**config.mk**
```make
export PLATFORM = sky130hd
export DESIGN_NAME = alu_op_sequencer_flat
export DESIGN_NICKNAME = d
export VERILOG_FILES = /design/src/rtl/alu_op_sequencer_pkg.sv /design/src/rtl/alu_op_sequencer_if.sv /design/src/rtl/alu_op_sequencer.sv /design/src/flat_wrapper.sv
export SDC_FILE = /design/constraint.sdc
export NUM_CORES = 1
export LEC_CHECK = 0
export CAP_MARGIN = 40
export CORE_MARGIN = 1
export CORE_UTILIZATION = 39
export DETAILED_ROUTE_END_ITERATION = 8
export GPL_TIMING_DRIVEN = 0
export PLACE_DENSITY = 0.76
export SETUP_SLACK_MARGIN = 0.1
export SLEW_MARGIN = 20
export SYNTH_ARGS = -nofsm -noshare
export SYNTH_HDL_FRONTEND = slang
export SYNTH_SLANG_ARGS = --single-unit
```
**constraint.sdc**
```tcl
create_clock -name clk -period 1.3 [get_ports clk]
set_input_delay 0.13 -clock clk [delete_from_list [all_inputs] [get_ports clk]]
set_output_delay 0.13 -clock clk [all_outputs]
set_load 0.01 [all_outputs]
```
**src/rtl/alu_op_sequencer_pkg.sv**
```systemverilog
// ============================================================================
// Module      : alu_op_sequencer_pkg
// Description : Opcode and FSM encodings shared by the ALU op sequencer.
// Revision    : 1.0 - initial release
// ============================================================================
`default_nettype none

package alu_op_sequencer_pkg;

    typedef enum logic [2:0] {
        OP_ADD    = 3'd0,
        OP_SUB    = 3'd1,
        OP_REM    = 3'd2,
        OP_AND    = 3'd3,
        OP_OR     = 3'd4,
        OP_CONCAT = 3'd5,
        OP_EQ     = 3'd6,
        OP_LT     = 3'd7
    } alu_op_e;

    localparam logic [1:0] ST_IDLE = 2'd0;
    localparam logic [1:0] ST_EXEC = 2'd1;
    localparam logic [1:0] ST_RESP = 2'd2;

    // Settle counter must hold SETTLE-1 and never collapse to zero width.
    function automatic int settle_cnt_w(input int settle);
        int w;
        w = $clog2(settle + 1);
        return (w < 1) ? 1 : w;
    endfunction

endpackage

`default_nettype wire

```
**src/rtl/alu_op_sequencer_if.sv**
```systemverilog
// ============================================================================
// Module      : alu_op_sequencer_if
// Description : Request, response and ALU-side signals of the op sequencer.
// Revision    : 1.0 - initial release
// ============================================================================
`default_nettype none

interface alu_op_sequencer_if #(
    parameter int CNT_W = 16
);
    logic             req_valid;
    logic             req_ready;
    logic [2:0]       req_op;
    logic [7:0]       req_a;
    logic [7:0]       req_b;
    logic             req_chain;
    logic [7:0]       alu_a;
    logic [7:0]       alu_b;
    logic [2:0]       alu_c;
    logic [7:0]       alu_result;
    logic             rsp_valid;
    logic             rsp_ready;
    logic [7:0]       rsp_result;
    logic [2:0]       rsp_op;
    logic             rsp_zero;
    logic [CNT_W-1:0] op_count;

    modport slave (
        input  req_valid, req_op, req_a, req_b, req_chain, alu_result, rsp_ready,
        output req_ready, alu_a, alu_b, alu_c, rsp_valid, rsp_result, rsp_op,
               rsp_zero, op_count
    );

    modport master (
        output req_valid, req_op, req_a, req_b, req_chain, alu_result, rsp_ready,
        input  req_ready, alu_a, alu_b, alu_c, rsp_valid, rsp_result, rsp_op,
               rsp_zero, op_count
    );
endinterface

`default_nettype wire

```
**src/rtl/alu_op_sequencer.sv**
```systemverilog
// ============================================================================
// Module      : alu_op_sequencer
// Description : Issues one op at a time to a combinational ALU, waits SETTLE
//               cycles, captures the result and returns it over valid/ready.
// Revision    : 1.0 - initial release
// ============================================================================
`default_nettype none

module alu_op_sequencer
    import alu_op_sequencer_pkg::*;
#(
    parameter int SETTLE = 1,
    parameter int CNT_W  = 16
) (
    input  logic              clk,
    input  logic              reset,
    alu_op_sequencer_if.slave bus
);

    localparam int              SC_W        = settle_cnt_w(SETTLE);
    localparam logic [SC_W-1:0] SETTLE_INIT = SC_W'(SETTLE - 1);

    logic [1:0]       state_q,  state_d;
    logic [SC_W-1:0]  settle_q, settle_d;
    logic [7:0]       alu_a_q,  alu_a_d;
    logic [7:0]       alu_b_q,  alu_b_d;
    logic [2:0]       alu_c_q,  alu_c_d;
    logic [7:0]       result_q, result_d;
    logic [2:0]       op_q,     op_d;
    logic             zero_q,   zero_d;
    logic [7:0]       last_q,   last_d;
    logic [CNT_W-1:0] count_q,  count_d;

    always_comb begin
        state_d  = state_q;
        settle_d = settle_q;
        alu_a_d  = alu_a_q;
        alu_b_d  = alu_b_q;
        alu_c_d  = alu_c_q;
        result_d = result_q;
        op_d     = op_q;
        zero_d   = zero_q;
        last_d   = last_q;
        count_d  = count_q;
        case (state_q)
            ST_IDLE: begin
                if (bus.req_valid) begin
                    state_d  = ST_EXEC;
                    alu_c_d  = bus.req_op;
                    alu_b_d  = bus.req_b;
                    alu_a_d  = bus.req_chain ? last_q : bus.req_a;
                    settle_d = SETTLE_INIT;
                end
            end
            ST_EXEC: begin
                if (settle_q == '0) begin
                    state_d  = ST_RESP;
                    result_d = bus.alu_result;
                    op_d     = alu_c_q;
                    zero_d   = (bus.alu_result == 8'h00);
                    last_d   = bus.alu_result;
                end else begin
                    settle_d = settle_q - SC_W'(1);
                end
            end
            ST_RESP: begin
                if (bus.rsp_ready) begin
                    state_d = ST_IDLE;
                    count_d = count_q + CNT_W'(1);
                end
            end
            default: state_d = ST_IDLE;
        endcase
    end

    always_ff @(posedge clk or posedge reset) begin
        if (reset) begin
            state_q  <= ST_IDLE;
            settle_q <= '0;
            alu_a_q  <= 8'h00;
            alu_b_q  <= 8'h00;
            alu_c_q  <= 3'b000;
            result_q <= 8'h00;
            op_q     <= 3'b000;
            zero_q   <= 1'b1;
            last_q   <= 8'h00;
            count_q  <= '0;
        end else begin
            state_q  <= state_d;
            settle_q <= settle_d;
            alu_a_q  <= alu_a_d;
            alu_b_q  <= alu_b_d;
            alu_c_q  <= alu_c_d;
            result_q <= result_d;
            op_q     <= op_d;
            zero_q   <= zero_d;
            last_q   <= last_d;
            count_q  <= count_d;
        end
    end

    assign bus.req_ready  = (state_q == ST_IDLE);
    assign bus.rsp_valid  = (state_q == ST_RESP);
    assign bus.alu_a      = alu_a_q;
    assign bus.alu_b      = alu_b_q;
    assign bus.alu_c      = alu_c_q;
    assign bus.rsp_result = result_q;
    assign bus.rsp_op     = op_q;
    assign bus.rsp_zero   = zero_q;
    assign bus.op_count   = count_q;

endmodule

`default_nettype wire

```
**src/flat_wrapper.sv**
```systemverilog
// flat-port wrapper written by rule: the top's interface ports become plain ports
module alu_op_sequencer_flat import alu_op_sequencer_pkg::*;
#(
    parameter int SETTLE = 1,
    parameter int CNT_W  = 16
)
  (clk, reset, bus_req_valid, bus_req_op, bus_req_a, bus_req_b, bus_req_chain, bus_alu_result, bus_rsp_ready, bus_req_ready, bus_alu_a, bus_alu_b, bus_alu_c, bus_rsp_valid, bus_rsp_result, bus_rsp_op, bus_rsp_zero, bus_op_count);
  alu_op_sequencer_if #(.CNT_W(CNT_W)) bus_i ();
  input  logic clk;
  input  logic reset;
  input wire logic [$bits(bus_i.req_valid)-1:0] bus_req_valid;
  input wire logic [$bits(bus_i.req_op)-1:0] bus_req_op;
  input wire logic [$bits(bus_i.req_a)-1:0] bus_req_a;
  input wire logic [$bits(bus_i.req_b)-1:0] bus_req_b;
  input wire logic [$bits(bus_i.req_chain)-1:0] bus_req_chain;
  input wire logic [$bits(bus_i.alu_result)-1:0] bus_alu_result;
  input wire logic [$bits(bus_i.rsp_ready)-1:0] bus_rsp_ready;
  output wire logic [$bits(bus_i.req_ready)-1:0] bus_req_ready;
  output wire logic [$bits(bus_i.alu_a)-1:0] bus_alu_a;
  output wire logic [$bits(bus_i.alu_b)-1:0] bus_alu_b;
  output wire logic [$bits(bus_i.alu_c)-1:0] bus_alu_c;
  output wire logic [$bits(bus_i.rsp_valid)-1:0] bus_rsp_valid;
  output wire logic [$bits(bus_i.rsp_result)-1:0] bus_rsp_result;
  output wire logic [$bits(bus_i.rsp_op)-1:0] bus_rsp_op;
  output wire logic [$bits(bus_i.rsp_zero)-1:0] bus_rsp_zero;
  output wire logic [$bits(bus_i.op_count)-1:0] bus_op_count;
  assign bus_i.req_valid = bus_req_valid;
  assign bus_i.req_op = bus_req_op;
  assign bus_i.req_a = bus_req_a;
  assign bus_i.req_b = bus_req_b;
  assign bus_i.req_chain = bus_req_chain;
  assign bus_i.alu_result = bus_alu_result;
  assign bus_i.rsp_ready = bus_rsp_ready;
  assign bus_req_ready = bus_i.req_ready;
  assign bus_alu_a = bus_i.alu_a;
  assign bus_alu_b = bus_i.alu_b;
  assign bus_alu_c = bus_i.alu_c;
  assign bus_rsp_valid = bus_i.rsp_valid;
  assign bus_rsp_result = bus_i.rsp_result;
  assign bus_rsp_op = bus_i.rsp_op;
  assign bus_rsp_zero = bus_i.rsp_zero;
  assign bus_op_count = bus_i.op_count;
  alu_op_sequencer #(.SETTLE(SETTLE), .CNT_W(CNT_W)) u_core (.clk(clk), .reset(reset), .bus(bus_i));
endmodule
```
# After elaboration in Yosys (flattened, before gate mapping)
# Index checks and enable logic that the tools add are counted.
[word_totals]
ff_bits = 50
inputBits = 32
out_inout_bits = 49
wordCells = 33
[classes]
addsub = 2
eq_ne = 5
mux = 8
bitwise = 1
reduce_logical = 8
[ops]
columns = ["operator", "count"]
rows = [
  ["adder 16 x 1 -> 16 bit (second input constant)", 1],
  ["zero test 8 bit", 1],
  ["2-to-1 mux 8 bit", 1],
  ["AND reduction 2 bit", 4],
  ["2-to-1 mux 2 bit", 3],
  ["!= test 2 bit (second input constant)", 3],
  ["one-hot mux 2 bit (3 select lines)", 1],
  ["AND reduction 3 bit", 1],
  ["== test 2 x 1 -> 1 bit (second input constant)", 1],
  ["== test 2 bit (second input constant)", 1],
  ["zero test 2 bit", 1],
  ["2-to-1 mux 1 bit", 2],
  ["one-hot mux 1 bit (2 select lines)", 1],
  ["nonzero test 2 bit", 1],
  ["NOT 1 bit", 1],
  ["subtractor 1 bit (second input constant)", 1],
]

# Depth between registers and ports, before layout
[logic_depth]
word_depth = 3
ltp_mapped = 6

# Least setup slack after synthesis
# OpenSTA, ideal clock, no wires.
[synth_timing]
kind = "reg-to-reg"
start = "reg u_core.state_q[0]"
end = "reg u_core.alu_b_q[0] (netlist: u_core.bus.alu_b[0])"
setup_time_ns = 0.125
arrival_ns = 1.323
required_ns = 1.175
path_slack_ns = -0.148
stages_incl_launch_ff = 6
n_path_buf = 2
period_less_slack_ns = 1.448
cell_sequence = "dfrtp_1 > nor2_1 > and2_1 > buf_6 > buf_6 > mux2_2"
[synth_via]
elab_chain_cells = 2
[synth_rtl]
columns = ["element", "line_no", "source"]
rows = [
  ["from (decl)", "alu_op_sequencer.sv:23", "logic [1:0] state_q, state_d;"],
  ["from (signal assigned)", "alu_op_sequencer.sv:89", "state_q <= state_d;"],
  ["zero test 2 bit", "-", ""],
  ["net bus_req_ready", "flat_wrapper.sv:18", "output wire logic [$bits(bus_i.req_ready)-1:0] bus_req_ready;"],
  ["AND reduction 2 bit (no line)", "-", ""],
  ["to (signal assigned)", "alu_op_sequencer.sv:92", "alu_b_q <= alu_b_d;"],
  ["to (decl)", "alu_op_sequencer.sv:26", "logic [7:0] alu_b_q, alu_b_d;"],
]
# The timed path passes the listed nets, and every way through them passes these cells.
# A chain may end at the register's enable or synchronous reset.

# Final worst setup path
[layout_timing]
start = "reg u_core.state_q[1]"
end = "reg u_core.alu_b_q[7] (netlist: u_core.bus.alu_b[7])"
[layout_via]
elab_chain_cells = 2
[layout_rtl]
columns = ["element", "line_no", "source"]
rows = [
  ["zero test 2 bit", "alu_op_sequencer.sv:45", "case (state_q)"],
  ["AND reduction 2 bit (no line)", "-", ""],
]
# No other way between the ends.

==> metrics <==
Largest stage delay, worst path=0.43 ns; Hold Violations, Final=0; share of layout cells above drive strength 1=0.401; Yosys reg bits=49; gpl congestion=0.709; DRC viols=0; first-pass GRT wire length=between 8000 and 9000 um; synth top area cells=dfrtp_1, mux2_2, mux2i_1; vias in the first global route=~1700; IO Port Bufs=79; crit path max-delay cell type=dfrtp_1; setup TNS=-1.06 ns; GRT Util Overall=0.201; Synth Cell Area=a little over 2000 um2; routed via count=1667; post-detail-place hpwl=~3200 um; Final setup viols=28; DIE AREA=~5600 um2; Design Power=roughly 6.9 mW; sequential cell area fraction in the yosys report=0.593; io pins=81; clock-pin slew on the worst setup and hold paths=0.08 ns; antenna viol nets, final=0; initial core utilization=0.405; WL final=about 5100 um; top cell type's share of synthesized area=0.580; Max-cap violations=0; initial antenna violation count=0; 1st-iter DRT viols=66; routed len/inst=14.5 um; Fin Hold WS=0.202 ns; Root Buffer=clkbuf_8; CTS tree=yes; CP Capture Type=flip-flop; vias per inst=4.71; Leak Pwr=roughly 1.7 nW; standard-cell rows=26; drt first pass iters=4; antenna cells=0; Cell Chain, Critical Path=nor2_2 > and2_4 > buf_6 > buf_8 > mux2_4; final worst path period need=1.39 ns; Worst Tran Pin Value=0.669 ns; fillers=379; syn avg cell area=12.9 um2; Setup Skew=about 0.0051 ns; Max Clk Rate=718 MHz; Critical Path Start Type=flip-flop; Arr. time, crit path=~1.6 ns; failing checks=setup timing; critical path type=reg -> reg; Final Core Density=0.702; area delta synth->final=73.2%; pwr dens=1930 nW/um2; type of the most critical hold path=in -> async; Die H=74.8 um; clock sink count=49; Core ar.=slightly above 5000 um2; Worst Path Required=1.48 ns; # H-tree levels=2; VDD IR max=roughly 1.4 mV; Worst Path Max Fanout=6; number of buffers created by CTS=5; cell taking the most area after synthesis=dfrtp_1; CTS Buffer Depth=2; GRT overflow=0; PnR worst setup slack=-0.0935 ns; Final Slew Violations=0; unrepaired setup endpoints after global routing=yes; post-place setup slack=-0.262 ns; Final period util=1.07; outcome=finished with violations; worst relative slew slack=0.554; Mapped Cells=160; largest net degree at the start of global routing=30; Worst-Skew Late Latency=roughly 0.3 ns; Synth warnings=0; chip width=74.8 um; Synth cell types=30; nets=316; syn_nets=around 190
-- cell usage after synthesis --
| cell | n |
|---|---|
| or2_2 | 1 |
| and4b_1 | 1 |
| nor2_1 | 15 |
| mux2i_1 | 8 |
| nand4_1 | 2 |
| nand4_4 | 1 |
| xnor2_1 | 9 |
| o21ai_0 | 1 |
| ha_1 | 1 |
| xor2_1 | 6 |
| dfrtp_1 | 48 |
| and4_1 | 1 |
| a21o_1 | 1 |
| nor4_1 | 2 |
| nand2_1 | 4 |
| nor2b_1 | 1 |
| a21oi_1 | 8 |
| and2b_1 | 1 |
| nand3_1 | 6 |
| and3_2 | 1 |
| dfstp_2 | 1 |
| mux2_2 | 23 |
| buf_6 | 3 |
| nor3_2 | 1 |
| buf_4 | 1 |
| clkbuf_1 | 1 |
| buf_2 | 2 |
| and3_1 | 2 |
| and2_1 | 2 |
| inv_1 | 6 |
-- sequential cells by signal, indices dropped and copies added (netlist names) --
name                   flops
u_core.bus.alu_b           8
u_core.bus.rsp_op          3
u_core.bus.alu_c           3
u_core.bus.op_count       16
u_core.bus.alu_a           8
u_core.bus.rsp_zero        1
u_core.bus.rsp_result      8
u_core.state_q             2
-- power by group --
group | leakage [nW] | switching (mW) | total [mW] | internal (mW)
Combinational | 1.11 | 1.35 | 3.56 | 2.22
Sequential | 0.581 | 0.402 | 2.50 | 2.10
Clock | 0.0395 | 0.468 | 0.851 | 0.383
-- per-stage QoR --
stage / cells / area, um2
2_1_floorplan: 160 / 2130
3_3_place_gp: 309 / 3010
3_5_place_dp: 310 / 3030
4_1_cts: 348 / 3490
5_1_grt: 354 / 3580
6_report: 354 / 3580
-- repair_timing --
item                                    4_1_cts  5_1_grt
cloned                                        3        0
setup buffers                                28        9
endpoints found under the setup margin       85       55
gates resized for setup                     108       23
hold buffers                                  0        0
pin swaps                                     8        7
-- critical path: cells and delay by family, from the launching register on --
kind	cells	cell delay [ns]
flops	1	0.43
simple gates	2	0.31
mux	1	0.30
buf+inv	2	0.25
-- worst paths after layout --
| kind | slack [ns] | cells after the start | endpoint | from |
|---|---|---|---|---|
| setup / recovery | -0.09 | 5 | u_core.bus.alu_b[7] | u_core.state_q[1] |
| min in group clk | 0.44 | 2 | u_core.bus.alu_c[0] | bus_req_op[0] |
| hold reg to reg | 0.46 | 1 | u_core.bus.op_count[15] | u_core.bus.op_count[15] |
| hold / removal | 0.20 | 2 | u_core.bus.op_count[12] | reset |
| max in group asynchronous | 0.54 | 3 | u_core.bus.rsp_zero | reset |
| setup reg to reg | -0.09 | 5 | u_core.bus.alu_b[7] | u_core.state_q[1] |
-- area by class of cell --
cell class	count	area, um2	area share
repair buffers	116	1090	0.304
well taps	70	87.6	0.0244
clock buffers	8	80.1	0.0223
inverters	6	26.3	0.00733
multi-input cells	98	983	0.274
plain buffers	7	83.8	0.0234
flip-flops and latches	49	1230	0.344
-- layout by cell type, fill, tap and decap left out, drive strengths merged, types with 2 or more instances in the layout --
cell type | Yosys | layout
dfrtp | 48 | 48
buf | 6 | 47
dlygate4sd2 | 0 | 41
clkdlybuf4s50 | 0 | 30
mux2 | 23 | 23
nor2 | 15 | 15
clkbuf | 1 | 11
xnor2 | 9 | 9
mux2i | 8 | 8
a21oi | 8 | 8
xor2 | 6 | 6
nand3 | 6 | 6
inv | 6 | 5
nand2 | 4 | 4
nand4 | 3 | 3
and3 | 3 | 3
and2 | 2 | 2
nor4 | 2 | 2
clkdlybuf4s15 | 0 | 2
-- cells by family after synthesis --
family	share of synthesized area
AND/OR/NAND/NOR	0.111
flip-flops	0.593
multiplexers	0.164
adder cells (fa/ha/maj)	0.00604
buffers and inverters	0.0375
XOR/XNOR	0.0635
AO/OA/AOI/OAI	0.0254
-- per-layer routing --
metal | vias to the layer above | track usage | part of all wire
met1 | 815 | 0.247 | 0.41
met4 | 0 | 0.0734 | 0.015
met2 | 51 | 0.333 | 0.53
met3 | 9 | 0.0643 | 0.053
li1 | 792 | - | -
met5 | - | 0 | 0
(Power assumes the default switching activity.)
